===== config.mk =====
export PLATFORM = sky130hd
export DESIGN_NAME = display_color_encoder
export DESIGN_NICKNAME = d
export VERILOG_FILES = /design/src/rtl/display_color_encoder.sv
export SDC_FILE = /design/constraint.sdc
export NUM_CORES = 1
export LEC_CHECK = 0
export BUFFER_PORTS_ARGS = -buffer_cell sky130_fd_sc_hd__buf_2
export CAP_MARGIN = 20
export CORE_MARGIN = 1.5
export CORE_UTILIZATION = 48
export CTS_BUF_LIST = sky130_fd_sc_hd__clkbuf_4
export CTS_CLUSTER_DIAMETER = 50
export DETAILED_ROUTE_END_ITERATION = 10
export PLACE_DENSITY_LB_ADDON = 0.05
export SLEW_MARGIN = 30
export SYNTH_ARGS = -nofsm -noshare
export SYNTH_HDL_FRONTEND = slang
export SYNTH_SLANG_ARGS = --single-unit

===== constraint.sdc =====
create_clock -name clk -period 1.75 [get_ports clk]
set_clock_uncertainty 0.15 [all_clocks]
set_input_delay 0.0875 -clock clk [delete_from_list [all_inputs] [get_ports clk]]
set_output_delay 0.0875 -clock clk [all_outputs]
set_load 0.05 [all_outputs]

===== src/rtl/display_color_encoder.sv =====
// Per-pixel PWM colour encoder: turns one RGB pixel into three LED drive bits
// for the PWM sub-frame selected by 'cycle'.
module display_color_encoder #(
    parameter int DEPTH    = 8,
    parameter bit REGISTER = 1'b1
) (
    input  logic               clk,
    input  logic               rst_n,
    input  logic [3*DEPTH-1:0] pixel,
    input  logic [DEPTH-1:0]   cycle,
    output logic [2:0]         rgb
);

    logic [2:0] on_next;

    // Channel gi takes pixel field gi, so B (low field) drives rgb[0] and R drives rgb[2].
    // A zero level stays dark even at cycle 0.
    generate
        for (genvar gi = 0; gi < 3; gi++) begin : g_channel
            logic [DEPTH-1:0] level;
            assign level       = pixel[gi*DEPTH +: DEPTH];
            assign on_next[gi] = (level >= cycle) && (level != '0);
        end
    endgenerate

    generate
        if (REGISTER) begin : g_registered
            logic [2:0] rgb_reg;
            always_ff @(posedge clk) begin
                if (!rst_n) begin
                    rgb_reg <= 3'b000;
                end else begin
                    rgb_reg <= on_next;
                end
            end
            assign rgb = rgb_reg;
        end else begin : g_combinational
            assign rgb = on_next;
        end
    endgenerate

endmodule


==> flow_summary.html <==
<table>
<tr><th>Metric</th><th>Value</th></tr>
<tr><th colspan="2">Outcome</th></tr>
<tr><td>Run status</td><td>completed</td></tr>
<tr><th colspan="2">Final layout</th></tr>
<tr><td>Final Core Density</td><td>0.6874</td></tr>
<tr><td>Number of fillers in the final layout</td><td>about 110</td></tr>
<tr><td>Area used by sequential logic in the layout</td><td>60.06 um^2</td></tr>
<tr><td>Multi-input combinational cell area</td><td>556.8 um^2</td></tr>
<tr><td>Area growth from synthesis to final layout</td><td>34.99%</td></tr>
<tr><td>Number of flip-flops in the largest register</td><td>3</td></tr>
<tr><td>Number of inserted diodes</td><td>0</td></tr>
<tr><td>Share of final-layout standard cells stronger than drive strength 1</td><td>0.3529</td></tr>
<tr><td>Final-stage net count</td><td>178</td></tr>
<tr><th colspan="2">Setup path</th></tr>
<tr><td>Critical path origin</td><td>cycle[2]</td></tr>
<tr><td>Maximum fanout encountered on the critical timing path</td><td>3</td></tr>
<tr><td>CP delay by family, top</td><td>compound AO/OA/AOI/OAI gates</td></tr>
<tr><td>Required time at the endpoint of the critical path</td><td>1730 ps</td></tr>
<tr><td>Delay of the slowest critical-path stage</td><td>around 250 ps</td></tr>
<tr><td>Logic depth of the worst setup path including buffers</td><td>7</td></tr>
<tr><td>Type of destination of the critical path</td><td>register</td></tr>
<tr><td>Worst EP arrival</td><td>1020 ps</td></tr>
<tr><td>Critical path endpoint</td><td>rgb[0]</td></tr>
<tr><td>Critical Path Source Type</td><td>input port</td></tr>
<tr><td>CP cell instances</td><td>buf_2 -&gt; inv_1 -&gt; ha_1 -&gt; a21oi_1 -&gt; o21ai_0 -&gt; a31oi_1 -&gt; o21ai_1</td></tr>
<tr><td>CP bufs+invs</td><td>2</td></tr>
<tr><td>Slowest cell on the critical path</td><td>ha_1</td></tr>
<tr><td>CP Class</td><td>input port to register</td></tr>
<tr><th colspan="2">Synthesis</th></tr>
<tr><td>Post-synthesis xor/xnor area fraction</td><td>0</td></tr>
<tr><td>Post-synthesis simple-gate area fraction</td><td>0.1797</td></tr>
<tr><td>Mean Syn Cell Area</td><td>slightly above 8 um^2</td></tr>
<tr><td>Gate Count Post-Synth</td><td>79</td></tr>
<tr><td>Synth warnings</td><td>0</td></tr>
<tr><td>Flip-flop and latch count after synthesis</td><td>3</td></tr>
<tr><td>Adder-cell share of the synthesized area</td><td>0.4589</td></tr>
<tr><td>Largest family of logic cells by synthesized area</td><td>adder cells</td></tr>
<tr><td>Number of distinct standard cells referenced by the synthesized netlist</td><td>14</td></tr>
<tr><td>Post-synthesis compound-gate area fraction</td><td>0.2122</td></tr>
<tr><td>Mux share of post-synthesis cell area</td><td>0</td></tr>
<tr><td>Syn_nets</td><td>137</td></tr>
<tr><td>Part of the Yosys area used for sequential elements</td><td>0.09178</td></tr>
<tr><td>Cell area after technology mapping</td><td>654.4 um^2</td></tr>
<tr><th colspan="2">Clock tree</th></tr>
<tr><td>Hold buffer count at cts</td><td>0</td></tr>
<tr><td>CTS tree</td><td>yes</td></tr>
<tr><td>Clock root buffer</td><td>clkbuf_4</td></tr>
<tr><td>Clock Tree Buf Depth</td><td>2</td></tr>
<tr><td>Clock sink count</td><td>3</td></tr>
<tr><td>Clock-pin slew reported for the worst setup and hold paths after clock tree synthesis</td><td>50 ps</td></tr>
<tr><td>Buffers inserted during post-CTS setup optimization</td><td>0</td></tr>
<tr><td>Maximum level of the CTS H-tree</td><td>1</td></tr>
<tr><td># resized after CTS</td><td>0</td></tr>
<tr><td>Total clock buffers created by CTS</td><td>3</td></tr>
<tr><th colspan="2">Global routing</th></tr>
<tr><td>First-pass GRT wire length</td><td>2.118 mm</td></tr>
<tr><td>GRT overflow</td><td>0</td></tr>
<tr><td>Vias in the first global route</td><td>561</td></tr>
<tr><td>Overall global routing resource usage</td><td>0.2058</td></tr>
<tr><td>Largest net degree at the start of global routing</td><td>4</td></tr>
<tr><td>Antenna violations before repair</td><td>0</td></tr>
<tr><th colspan="2">STA</th></tr>
<tr><td>Final Hold Viols</td><td>0</td></tr>
<tr><td>Final WS setup</td><td>710.3 ps</td></tr>
<tr><td>Remaining max-slew budget at the tightest pin</td><td>0.7908</td></tr>
<tr><td>Endpoints failing setup</td><td>0</td></tr>
<tr><td>Unrepaired setup endpoints after global routing</td><td>no</td></tr>
<tr><td>Minimum clock period</td><td>1040 ps</td></tr>
<tr><td>Share of the clock period used by the worst path</td><td>0.5941</td></tr>
<tr><td>Final-layout setup total negative slack</td><td>0 ps</td></tr>
<tr><td>Slew Viols, Final</td><td>0</td></tr>
<tr><td>Highest attainable clock frequency</td><td>961.8 MHz</td></tr>
<tr><td>Pin slew with the least headroom to its limit</td><td>310.9 ps</td></tr>
<tr><td>Worst hold slack</td><td>67.86 ps</td></tr>
<tr><th colspan="2">Drt</th></tr>
<tr><td>Final Routed Wirelength</td><td>1.477 mm</td></tr>
<tr><td>Avg WL per Cell</td><td>roughly 11 um</td></tr>
<tr><td>DRC marker count from the first detailed-route iteration</td><td>10</td></tr>
<tr><td>Number of nets with antenna violations after routing</td><td>0</td></tr>
<tr><td>Remaining DRCs</td><td>0</td></tr>
<tr><td>Routed vias</td><td>692</td></tr>
<tr><td>Via density per instance</td><td>5.164</td></tr>
<tr><td>First-pass detailed-route iteration total</td><td>4</td></tr>
<tr><th colspan="2">Power and ir drop</th></tr>
<tr><td>Max VDD drop</td><td>0.2344 mV</td></tr>
<tr><td>Overall power after layout</td><td>409.3 uW</td></tr>
<tr><td>Power Dens Cells</td><td>463.3 mW/mm^2</td></tr>
<tr><td>Leakage power of the design</td><td>0.0005094 uW</td></tr>
<tr><th colspan="2">Hold path</th></tr>
<tr><td>Path type of the worst min-delay path</td><td>input port to register</td></tr>
<tr><th colspan="2">Place</th></tr>
<tr><td>Number of buffer cells added on primary ports</td><td>36</td></tr>
<tr><td>Placer congestion estimate</td><td>0.6409</td></tr>
<tr><td>Detailed placement HPWL</td><td>1.352 mm</td></tr>
<tr><td>Pre-CTS setup slack</td><td>443.2 ps</td></tr>
<tr><th colspan="2">Die</th></tr>
<tr><td>Chip Height</td><td>39.92 um</td></tr>
<tr><td>Std-Cell Rows</td><td>13</td></tr>
<tr><td>Starting utilization of the core area</td><td>0.5093</td></tr>
<tr><td>Die W</td><td>39.92 um</td></tr>
<tr><td>Die area</td><td>roughly 0.0016 mm^2</td></tr>
<tr><td>Count of boundary I/O pins</td><td>37</td></tr>
<tr><td>Core Area</td><td>0.001285 mm^2</td></tr>
<tr><th colspan="2">Run</th></tr>
<tr><td>Maximum capacitance violations</td><td>0</td></tr>
</table>
-- cells by family (layout without fill, tap and decap cells) --
| logic type | after synthesis | count (layout) |
|---|---|---|
| adder cells (fa/ha/maj) | 24 | 24 |
| AO/OA/AOI/OAI | 24 | 24 |
| AND/OR/NAND/NOR | 18 | 18 |
| buffers and inverters | 10 | 50 |
| flip-flops | 3 | 3 |
-- report_power, final --
part,leakage [uW],internal (uW),total (uW),switching (uW)
sequential,0.0000249,75.0,76.3,1.25
combinational,0.000466,84.5,187,102
clock,0.0000184,101,146,44.5
-- layout by cell type (no fill, tap or decap), drive strengths merged --
| cell | count |
|---|---|
| buf | 36 |
| ha | 24 |
| inv | 10 |
| o21ai | 9 |
| nor2b | 6 |
| a21oi | 6 |
| nor4 | 6 |
| clkbuf | 4 |
| nand2 | 3 |
| a21o | 3 |
| a31oi | 3 |
| a21boi | 3 |
| nand4 | 3 |
| dfxtp | 3 |
-- per-layer routing --
metal	track usage	share of wire
met5	0	0
met4	0.07759	0.013
met3	0.05682	0.053
met2	0.3871	0.48
met1	0.2093	0.45
-- cells in the mapped netlist (all sizes together) --
cell type   n  area [um^2]
ha         24        300.3
inv        10        37.54
o21ai       9        45.04
a21oi       6        30.03
nor2b       6        37.54
nor4        6        50.04
a21boi      3        22.52
a21o        3        22.52
a31oi       3        18.77
dfxtp       3        60.06
nand2       3        11.26
nand4       3        18.77
-- stage by stage --
step	cells	area, um^2
after global placement	130	853.3
after CTS	134	883.3
after floorplan	79	654.4
final	134	883.3
after detailed placement	130	853.3
after global routing	134	883.3
-- worst min path at each step --
| stage | slack [ps] | end | cells after the start | start |
|---|---|---|---|---|
| 5_1_grt | 120 | rgb[0] | 4 | pixel[7] |
| 2_1_floorplan | 200 | rgb[0] | 3 | pixel[7] |
| 6_report | 70 | rgb[0] | 4 | pixel[7] |
| 3_3_place_gp | 320 | rgb[0] | 4 | pixel[7] |
| 4_1_cts | 70 | rgb[0] | 4 | pixel[7] |
| 3_5_place_dp | 320 | rgb[0] | 4 | pixel[7] |
-- tightest hold or removal path, delay by kind of cell --
family | cells | cell delay (ps)
adder cells (fa/ha/maj) | 1 | 130
AO/OA/AOI/OAI | 2 | 120
buffers and inverters | 1 | 90
-- area by class of cell --
type / instances / share of cell area
clock buffers: 4 / 0.03399
inverters: 10 / 0.04249
flip-flops and latches: 3 / 0.06799
well taps: 15 / 0.02125
multi-input cells: 66 / 0.6303
repair buffers: 36 / 0.2040
No activity file was read; power rests on OpenSTA's default activity.
